--- src/rtl/tdc_phase_meter.sv ---
// Phase/period meter: counts clk cycles from each ref rising edge to the next sig rising edge
// and between ref rising edges, then averages 2^AVG_LOG2 complete phase/period pairs.
module tdc_phase_meter #(
    parameter int unsigned CNT_W    = 16,
    parameter int unsigned AVG_LOG2 = 4
) (
    input  logic             clk,
    input  logic             rst,
    input  logic             clr,
    input  logic             ref_in,
    input  logic             sig_in,
    output logic [CNT_W-1:0] phase_avg,
    output logic [CNT_W-1:0] period_avg,
    output logic             avg_valid,
    output logic [7:0]       miss_cnt,
    output logic             overflow
);

    localparam int unsigned ACC_W = CNT_W + AVG_LOG2;
    localparam logic [CNT_W-1:0] CNT_MAX = '1;

    typedef enum logic [1:0] {
        S_IDLE     = 2'd0,
        S_ARMED    = 2'd1,
        S_WAIT_REF = 2'd2
    } state_e;

    state_e              state_q, state_d;
    logic [1:0]          ref_sync_q, sig_sync_q;
    logic                ref_prev_q, sig_prev_q;
    logic [CNT_W-1:0]    phase_cnt_q, phase_cnt_d;
    logic [CNT_W-1:0]    period_cnt_q, period_cnt_d;
    logic [CNT_W-1:0]    phase_smp_q, phase_smp_d;
    logic [ACC_W-1:0]    phase_acc_q, phase_acc_d;
    logic [ACC_W-1:0]    period_acc_q, period_acc_d;
    logic [AVG_LOG2-1:0] smp_cnt_q, smp_cnt_d;
    logic [CNT_W-1:0]    phase_avg_q, phase_avg_d;
    logic [CNT_W-1:0]    period_avg_q, period_avg_d;
    logic                avg_valid_q, avg_valid_d;
    logic [7:0]          miss_cnt_q, miss_cnt_d;
    logic                overflow_q, overflow_d;

    logic                ref_edge_c, sig_edge_c;
    logic                commit_c;
    logic [CNT_W-1:0]    commit_phase_c;
    logic [CNT_W-1:0]    period_smp_c;
    logic                period_sat_c;
    logic [ACC_W-1:0]    phase_sum_c, period_sum_c;

    // Identical 2-FF synchroniser plus previous-value stage on both channels; untouched by clr.
    always_ff @(posedge clk or negedge rst) begin
        if (!rst) begin
            ref_sync_q <= '0;
            sig_sync_q <= '0;
            ref_prev_q <= 1'b0;
            sig_prev_q <= 1'b0;
        end else begin
            ref_sync_q <= {ref_sync_q[0], ref_in};
            sig_sync_q <= {sig_sync_q[0], sig_in};
            ref_prev_q <= ref_sync_q[1];
            sig_prev_q <= sig_sync_q[1];
        end
    end

    assign ref_edge_c = ref_sync_q[1] & ~ref_prev_q;
    assign sig_edge_c = sig_sync_q[1] & ~sig_prev_q;

    always_ff @(posedge clk or negedge rst) begin
        if (!rst) begin
            state_q      <= S_IDLE;
            phase_cnt_q  <= '0;
            period_cnt_q <= '0;
            phase_smp_q  <= '0;
            phase_acc_q  <= '0;
            period_acc_q <= '0;
            smp_cnt_q    <= '0;
            phase_avg_q  <= '0;
            period_avg_q <= '0;
            avg_valid_q  <= 1'b0;
            miss_cnt_q   <= '0;
            overflow_q   <= 1'b0;
        end else begin
            state_q      <= state_d;
            phase_cnt_q  <= phase_cnt_d;
            period_cnt_q <= period_cnt_d;
            phase_smp_q  <= phase_smp_d;
            phase_acc_q  <= phase_acc_d;
            period_acc_q <= period_acc_d;
            smp_cnt_q    <= smp_cnt_d;
            phase_avg_q  <= phase_avg_d;
            period_avg_q <= period_avg_d;
            avg_valid_q  <= avg_valid_d;
            miss_cnt_q   <= miss_cnt_d;
            overflow_q   <= overflow_d;
        end
    end

    always_comb begin
        state_d        = state_q;
        phase_cnt_d    = phase_cnt_q;
        period_cnt_d   = period_cnt_q;
        phase_smp_d    = phase_smp_q;
        phase_acc_d    = phase_acc_q;
        period_acc_d   = period_acc_q;
        smp_cnt_d      = smp_cnt_q;
        phase_avg_d    = phase_avg_q;
        period_avg_d   = period_avg_q;
        avg_valid_d    = 1'b0;
        miss_cnt_d     = miss_cnt_q;
        overflow_d     = overflow_q;
        commit_c       = 1'b0;
        commit_phase_c = '0;
        period_smp_c   = period_cnt_q + CNT_W'(1);
        period_sat_c   = (period_smp_c == CNT_MAX);

        case (state_q)
            S_IDLE: begin
                if (ref_edge_c) begin
                    phase_cnt_d  = '0;
                    period_cnt_d = '0;
                    if (sig_edge_c) begin
                        phase_smp_d = '0;
                        state_d     = S_WAIT_REF;
                    end else begin
                        state_d = S_ARMED;
                    end
                end
            end
            S_ARMED: begin
                if (ref_edge_c) begin
                    // Period closed without a sig edge: count a miss and restart.
                    miss_cnt_d   = (miss_cnt_q == 8'hFF) ? miss_cnt_q : miss_cnt_q + 8'd1;
                    phase_cnt_d  = '0;
                    period_cnt_d = '0;
                    if (sig_edge_c) begin
                        phase_smp_d = '0;
                        state_d     = S_WAIT_REF;
                    end
                end else begin
                    phase_cnt_d  = phase_cnt_q + CNT_W'(1);
                    period_cnt_d = period_smp_c;
                    if (period_sat_c) begin
                        overflow_d = 1'b1;
                        state_d    = S_IDLE;
                    end else if (sig_edge_c) begin
                        phase_smp_d = phase_cnt_q + CNT_W'(1);
                        state_d     = S_WAIT_REF;
                    end
                end
            end
            S_WAIT_REF: begin
                if (ref_edge_c) begin
                    commit_c       = 1'b1;
                    commit_phase_c = phase_smp_q;
                    phase_cnt_d    = '0;
                    period_cnt_d   = '0;
                    if (sig_edge_c) begin
                        phase_smp_d = '0;
                        state_d     = S_WAIT_REF;
                    end else begin
                        state_d = S_ARMED;
                    end
                end else begin
                    period_cnt_d = period_smp_c;
                    if (period_sat_c) begin
                        overflow_d = 1'b1;
                        state_d    = S_IDLE;
                    end
                end
            end
            default: state_d = S_IDLE;
        endcase

        phase_sum_c  = phase_acc_q + ACC_W'(commit_phase_c);
        period_sum_c = period_acc_q + ACC_W'(period_smp_c);

        // Accumulate a complete pair; the final sample of a block is part of its average.
        if (commit_c) begin
            if (&smp_cnt_q) begin
                phase_avg_d  = CNT_W'(phase_sum_c >> AVG_LOG2);
                period_avg_d = CNT_W'(period_sum_c >> AVG_LOG2);
                avg_valid_d  = 1'b1;
                phase_acc_d  = '0;
                period_acc_d = '0;
                smp_cnt_d    = '0;
            end else begin
                phase_acc_d  = phase_sum_c;
                period_acc_d = period_sum_c;
                smp_cnt_d    = smp_cnt_q + AVG_LOG2'(1);
            end
        end

        if (clr) begin
            state_d      = S_IDLE;
            phase_cnt_d  = '0;
            period_cnt_d = '0;
            phase_smp_d  = '0;
            phase_acc_d  = '0;
            period_acc_d = '0;
            smp_cnt_d    = '0;
            phase_avg_d  = '0;
            period_avg_d = '0;
            avg_valid_d  = 1'b0;
            miss_cnt_d   = '0;
            overflow_d   = 1'b0;
        end
    end

    assign phase_avg  = phase_avg_q;
    assign period_avg = period_avg_q;
    assign avg_valid  = avg_valid_q;
    assign miss_cnt   = miss_cnt_q;
    assign overflow   = overflow_q;

endmodule

--- config.mk ---
export PLATFORM = sky130hd
export DESIGN_NAME = tdc_phase_meter
export DESIGN_NICKNAME = d
export VERILOG_FILES = /design/src/rtl/tdc_phase_meter.sv
export SDC_FILE = /design/constraint.sdc
export NUM_CORES = 1
export LEC_CHECK = 0
export CELL_PAD_IN_SITES_DETAIL_PLACEMENT = 0
export CELL_PAD_IN_SITES_GLOBAL_PLACEMENT = 1
export CORE_AREA = 4 4 101 198
export CTS_BUF_LIST = sky130_fd_sc_hd__clkbuf_2 sky130_fd_sc_hd__clkbuf_4 sky130_fd_sc_hd__clkbuf_8
export DETAILED_ROUTE_END_ITERATION = 12
export DIE_AREA = 0 0 105 202
export PLACE_DENSITY = 0.79
export SKIP_CTS_REPAIR_TIMING = 1
export SYNTH_ARGS = -nofsm -noshare
export SYNTH_HDL_FRONTEND = slang
export SYNTH_SLANG_ARGS = --single-unit
--- constraint.sdc ---
create_clock -name clk -period 3.4 [get_ports clk]
set_input_delay 0.34 -clock clk [delete_from_list [all_inputs] [get_ports clk]]
set_output_delay 0.34 -clock clk [all_outputs]
set_load 0.02 [all_outputs]
Yosys cells after proc, flatten, opt, wreduce, memory -nomap -nowiden
Cells that the tools add are included.
{"block": "totals", "regBits": 142, "latch_bits": 0, "elab_cells": 109, "romBits": 0, "n_memories": 0, "in_bits": 5, "mem_bits_rw": 0}
{"block": "classes", "n_eq_ne": 11, "muxes": 53, "n_mul": 0, "magnitude_cmp": 0, "div": 0, "n_bitwise": 4, "shift": 0, "n_addsub": 6, "reduce_logical": 19}
{"cell": "16-bit two-way mux", "n": 19}
{"cell": "20-bit two-way mux", "n": 6}
{"cell": "16-bit case mux with 2 select lines", "n": 3}
{"cell": "20-bit by 16-bit adder with 20-bit output", "n": 2}
{"cell": "16-bit by 1-bit adder with 16-bit output, second input constant", "n": 2}
{"cell": "8-bit two-way mux", "n": 4}
{"cell": "16-bit == test, second input constant", "n": 1}
{"cell": "2-bit two-way mux", "n": 8}
{"cell": "4-bit two-way mux", "n": 3}
{"cell": "4-bit inequality test, second input constant", "n": 3}
{"cell": "2-bit nonzero test", "n": 6}
{"cell": "1-bit two-way mux", "n": 9}
{"cell": "8-bit by 1-bit adder with 8-bit output, second input constant", "n": 1}
{"cell": "8-bit == test, second input constant", "n": 1}
{"cell": "2-bit AND reduction", "n": 4}
{"cell": "4-bit AND reduction", "n": 2}
{"cell": "2-bit case mux with 3 select lines", "n": 1}
{"cell": "3-bit AND reduction", "n": 2}
{"cell": "3-bit nonzero test", "n": 2}
{"cell": "4-bit by 1-bit adder with 4-bit output, second input constant", "n": 1}
{"cell": "2-bit inequality test, second input constant", "n": 2}
{"cell": "2-bit OR reduction", "n": 2}
{"cell": "3-bit by 1-bit inequality test with 1-bit output, second input constant", "n": 1}
{"cell": "3-bit inequality test, second input constant", "n": 1}
{"cell": "other kinds (5)", "n": 7}

Logic depth before layout (Yosys ltp)
{"block": "logic_depth", "depth_word": 8, "depth_mapped": 14}

Least setup slack after synthesis
No wires, ideal clock.
{"block": "synth_timing", "path_type": "reg2reg", "start": "register state_q[0]", "end": "register phase_avg_q[12], in the netlist phase_avg[12]", "stages_incl_launch_ff": 15, "period_less_slack_ns": 3.415, "t_arrival_ns": 3.320, "setup_ns": 0.095, "slack_ns": -0.015, "n_path_buf": 1, "required_time_ns": 3.305, "path_cell_list": "dfrtp_1 inv_1 ha_1 and3b_1 clkbuf_1 and2_1 ha_1 fa_1 a21oi_1 o221ai_1 a31oi_1 o21ai_0 a211oi_1 xnor2_1 o31ai_1"}
{"block": "synth_between", "elab_chain_cells": 6, "word_cells_on_any_way": 9}
{"element": "start: declaration", "line": "28", "text": "state_e state_q, state_d;"}
{"element": "start signal: assignment", "line": "83", "text": "state_q <= state_d;"}
{"element": "2-bit == test *", "line": "116", "text": "case (state_q)"}
{"element": "16-bit two-way mux", "line": "116"}
{"element": "20-bit by 16-bit adder with 20-bit output", "line": "174", "text": "phase_sum_c = phase_acc_q + ACC_W'(commit_phase_c);"}
{"element": "16-bit two-way mux", "line": "179", "text": "if (&smp_cnt_q) begin"}
{"element": "16-bit two-way mux", "line": "178", "text": "if (commit_c) begin"}
{"element": "16-bit two-way mux", "line": "193", "text": "if (clr) begin"}
{"element": "end signal: assignment", "line": "90", "text": "phase_avg_q <= phase_avg_d;"}
{"element": "end: declaration", "line": "37", "text": "logic [CNT_W-1:0] phase_avg_q, phase_avg_d;"}
Every way passes the cells marked *; elsewhere a longest branch is shown, timed or not. The select of a mux whose other input is x is not followed.
A chain may end at the register's enable or synchronous reset.

Final worst setup path
Same ends and word-level chain as after synthesis.

==> results.md <==
* Status: finished, final reports clean
* Worst slew pin tran at between 1 and 1.5 ns
* Relative slew slack at 18.1%
* Sequential area share after synthesis at between 40% and 50%
* Layout area overhead at 17.6%
* Share of cells above drive strength 1 at 12.4%
* Max-cap violations at 0
* Post-DRT Antenna Nets at 0
* PwrDens at slightly below 400 nW/µm²
* Htree depth at 4
* Cell count of the worst reg-to-reg path at 14
* Net count after synthesis at 858
* Register area at between 3000 and 4000 µm²
* Vias in the first global route at 6386
* Post-synthesis mux area share at less than 1%
* Die W at 105 µm
* Data required time of the worst path at around 3.8 ns
* Hold crit path type: in -> reg
* Initial Util at a little over two fifths
* CTS root buf: clkbuf_8
* Post-synth top area cell: dfrtp_1
* Drt drc at 0
* Ys flop type: dfrtp_1
* Die H at just over 200 µm
* Cell Chain, Critical Path: inv_1 -> ha_1 -> and3b_2 -> and2_1 -> ha_1 -> fa_1 -> a21oi_2 -> o221ai_1 -> a31oi_1 -> o21ai_1 -> a211oi_2 -> buf_4 -> xnor2_1 -> o31ai_1
* Simple-gate share of the synthesized area at 15.8%
* Dpl cells at between 1k and 1.5k
* Global route total overflow at 0
* Routed vias/inst at between 5 and 6
* Register bit total from synthesis at between 100 and 150
* Util after Layout at about half
* TritonCTS clock tree: built
* Top Ports at 47
* Async S/R FF share, synth at between 90% and 100%
* Die area at roughly 21000 µm²
* XOR/XNOR share of the synthesized area at under 10%
* Iter 0 DRT Violations at around 290
* CTS Buffer Depth at 2
* Fin crit share at 95.5%
* Critical Path AT at between 3 and 4 ns
* CP max stage cell: fa_1
* Buffers added on ports at 46
* Final wirelength at between 20000 and 25000 µm
* FP Rows at 70
* Adder-Cell Fraction of Synth Area at under 10%
* Worst-Skew Late Latency at around 0.46 ns
* Synth Area in Compound Gates at between 20% and 30%
* Post-Syn Area at approximately 8000 µm²
* Leakage at 4.28 nW
* Syn_area_per_cell at 9.90 µm²
* Hpwl dp at approximately 15000 µm
* Pre-CTS setup slack at about 0.013 ns
* Crit path kind: reg -> reg
* Core area at roughly 18000 µm²
* Area fraction of the dominant cell type after synthesis at between 40 and 50%
* Maximum clock rate at between 300 and 400 MHz
* CTS Buf Count at 17
* Max rail drop VDD at 0.219 mV
* # clock sinks at 142
* Netlist cell types at 66
* Post-DR wirelength/cell at roughly 19 µm
* Largest family of logic cells by synthesized area: compound AO/OA/AOI/OAI gates
* Post-Syn Instances at between 800 and 900
* Multi-input logic area at between 4000 and 5000 µm²
* Hold path start: sig_in
* Final setup viols at 0
* Final Hold Viols at 0
* Synth top area cells: dfrtp_1, ha_1, a22o_1, xnor2_1, o21ai_0
* Gr usage total at about 20%
* Synth warn at 0
* Slew Viols, Final at 0
* Worst Setup SP: state_q[0]
* Crit path max fanout at 9
* Worst hold slack at about 0.32 ns
* Nets@finish at approximately 930
* Largest net degree at the start of global routing at 75
* Delay of the slowest critical-path stage at 0.42 ns
* Fin crit period at between 3 and 4 ns
* Clk pin slew, worst setup/hold paths at 0.08 ns
* Total number of vias at approximately 6.4k
* EDFF count, synth at 0
* Drt first pass iters at 4
* Worst clock skew at roughly 0.012 ns
* Reg-to-reg startpoint: state_q[0]
* Setup ws final at roughly 0.15 ns
* CP Capture Type: flip-flop
* Startpoint Class: flip-flop
* First-pass GRT wire length at 33800 µm
* Final Wtd Congestion at 0.883
* Fin cells at 1109
* Initial antenna violation count at 0
* Fillers at approximately 1.7k
* Crit path top cell by count: ha_1
* Hold Crit Depth at 1
logic make-up (layout without fill, tap and decap cells):
kind of cell,Yosys count,in the layout
AOI/OAI and AO/OA,239,239
xor gates and xnor gates,67,67
adders and majority gates,45,45
buffers and inverters,61,145
DFF,142,142
muxes,3,3
other,0,1
and+or+nand+nor,251,251
layer usage:
layer	wire length [µm]	part of all wire (%)	GRT usage, %
met5	0	0	0
met2	11400	55	37.2
met3	523	2.5	3.07
met1	7640	37	20.9
met4	1330	6.3	13.6
cell type report:
type / count / area share [%]
Clock inverter: 13 / 1.72
Sequential cell: 142 / 37.8
Inverter: 23 / 0.918
Clock buffer: 19 / 2.78
Timing Repair Buffer: 90 / 8.45
Multi-Input combinational cell: 605 / 45.4
Antenna cell: 1 / 0.0266
Tap cell: 216 / 2.88
where the power goes:
group	total, mW	switching [mW]	internal, mW
Combinational	0.438	0.293	0.144
Clock	1.45	0.686	0.765
Sequential	1.75	0.0316	1.72
placed cells by master, fill, tap and decap left out, types with 14 or more instances in the layout:
master | Yosys | routed
o21ai_0 | 58 | 56
o2bb2ai_1 | 15 | 15
xor2_1 | 25 | 25
clkdlybuf4s50_1 | 0 | 45
a21oi_1 | 32 | 31
inv_1 | 21 | 21
ha_1 | 43 | 39
nand3_1 | 29 | 29
clkbuf_8 | 1 | 19
a22o_1 | 50 | 50
nand2_1 | 72 | 72
buf_4 | 5 | 43
xnor2_1 | 42 | 41
a21o_1 | 14 | 14
nor2_1 | 46 | 45
and2_1 | 21 | 21
dfrtp_1 | 142 | 140
through the flow:
stage	total power, mW	instance area (µm²)	setup TNS [ns]
3_5_place_dp	2.22	8860	0
3_3_place_gp	2.22	8860	0
6_report	3.64	9400	0
4_1_cts	3.68	9280	-0.00326
5_1_grt	3.81	9400	-0.0640
2_1_floorplan	2.04	8000	0
state kept, by name (all words and copies together) (netlist names), 2 cells and up:
name,count
phase_acc_q,20
state_q,2
smp_cnt_q,4
phase_cnt_q,16
period_acc_q,20
period_avg,16
phase_smp_q,16
period_cnt_q,16
miss_cnt,8
sig_sync_q,2
phase_avg,16
ref_sync_q,2
synth_stat cells, types with 5 or more instances:
master,instances
dfrtp_1,142
nand2_1,72
o21ai_0,58
a22o_1,50
nor2_1,46
ha_1,43
xnor2_1,42
a21oi_1,32
nand3_1,29
clkbuf_1,28
xor2_1,25
and2_1,21
inv_1,21
o2bb2ai_1,15
a21o_1,14
and3_1,13
nand4_1,13
nor3_1,12
o31ai_1,9
a31oi_1,8
nand2b_1,8
a211oi_1,7
o21bai_1,6
or3_1,6
buf_4,5
nor2b_1,5
o211ai_1,5
final timing paths:
path / end / slack (ns)
worst max-delay path: phase_avg[12] / 0.15
worst min-delay path: sig_sync_q[0] / 0.32
worst max register to register: phase_avg[12] / 0.15
worst min register to register: sig_sync_q[1] / 0.36
max in group asynchronous: period_cnt_q[3] / 2.10
min in group asynchronous: period_avg[15] / 0.46
worst max-delay path: cells and delay by family, from the launching register on:
family                     cells  cell delay, ns
AOI/OAI and AO/OA              6            1.18
xor gates and xnor gates       1            0.06
and+or+nand+nor                2            0.43
adders and majority gates      3            0.85
buffers and inverters          2            0.25
DFF                            1            0.38
(Power assumes the default switching activity.)
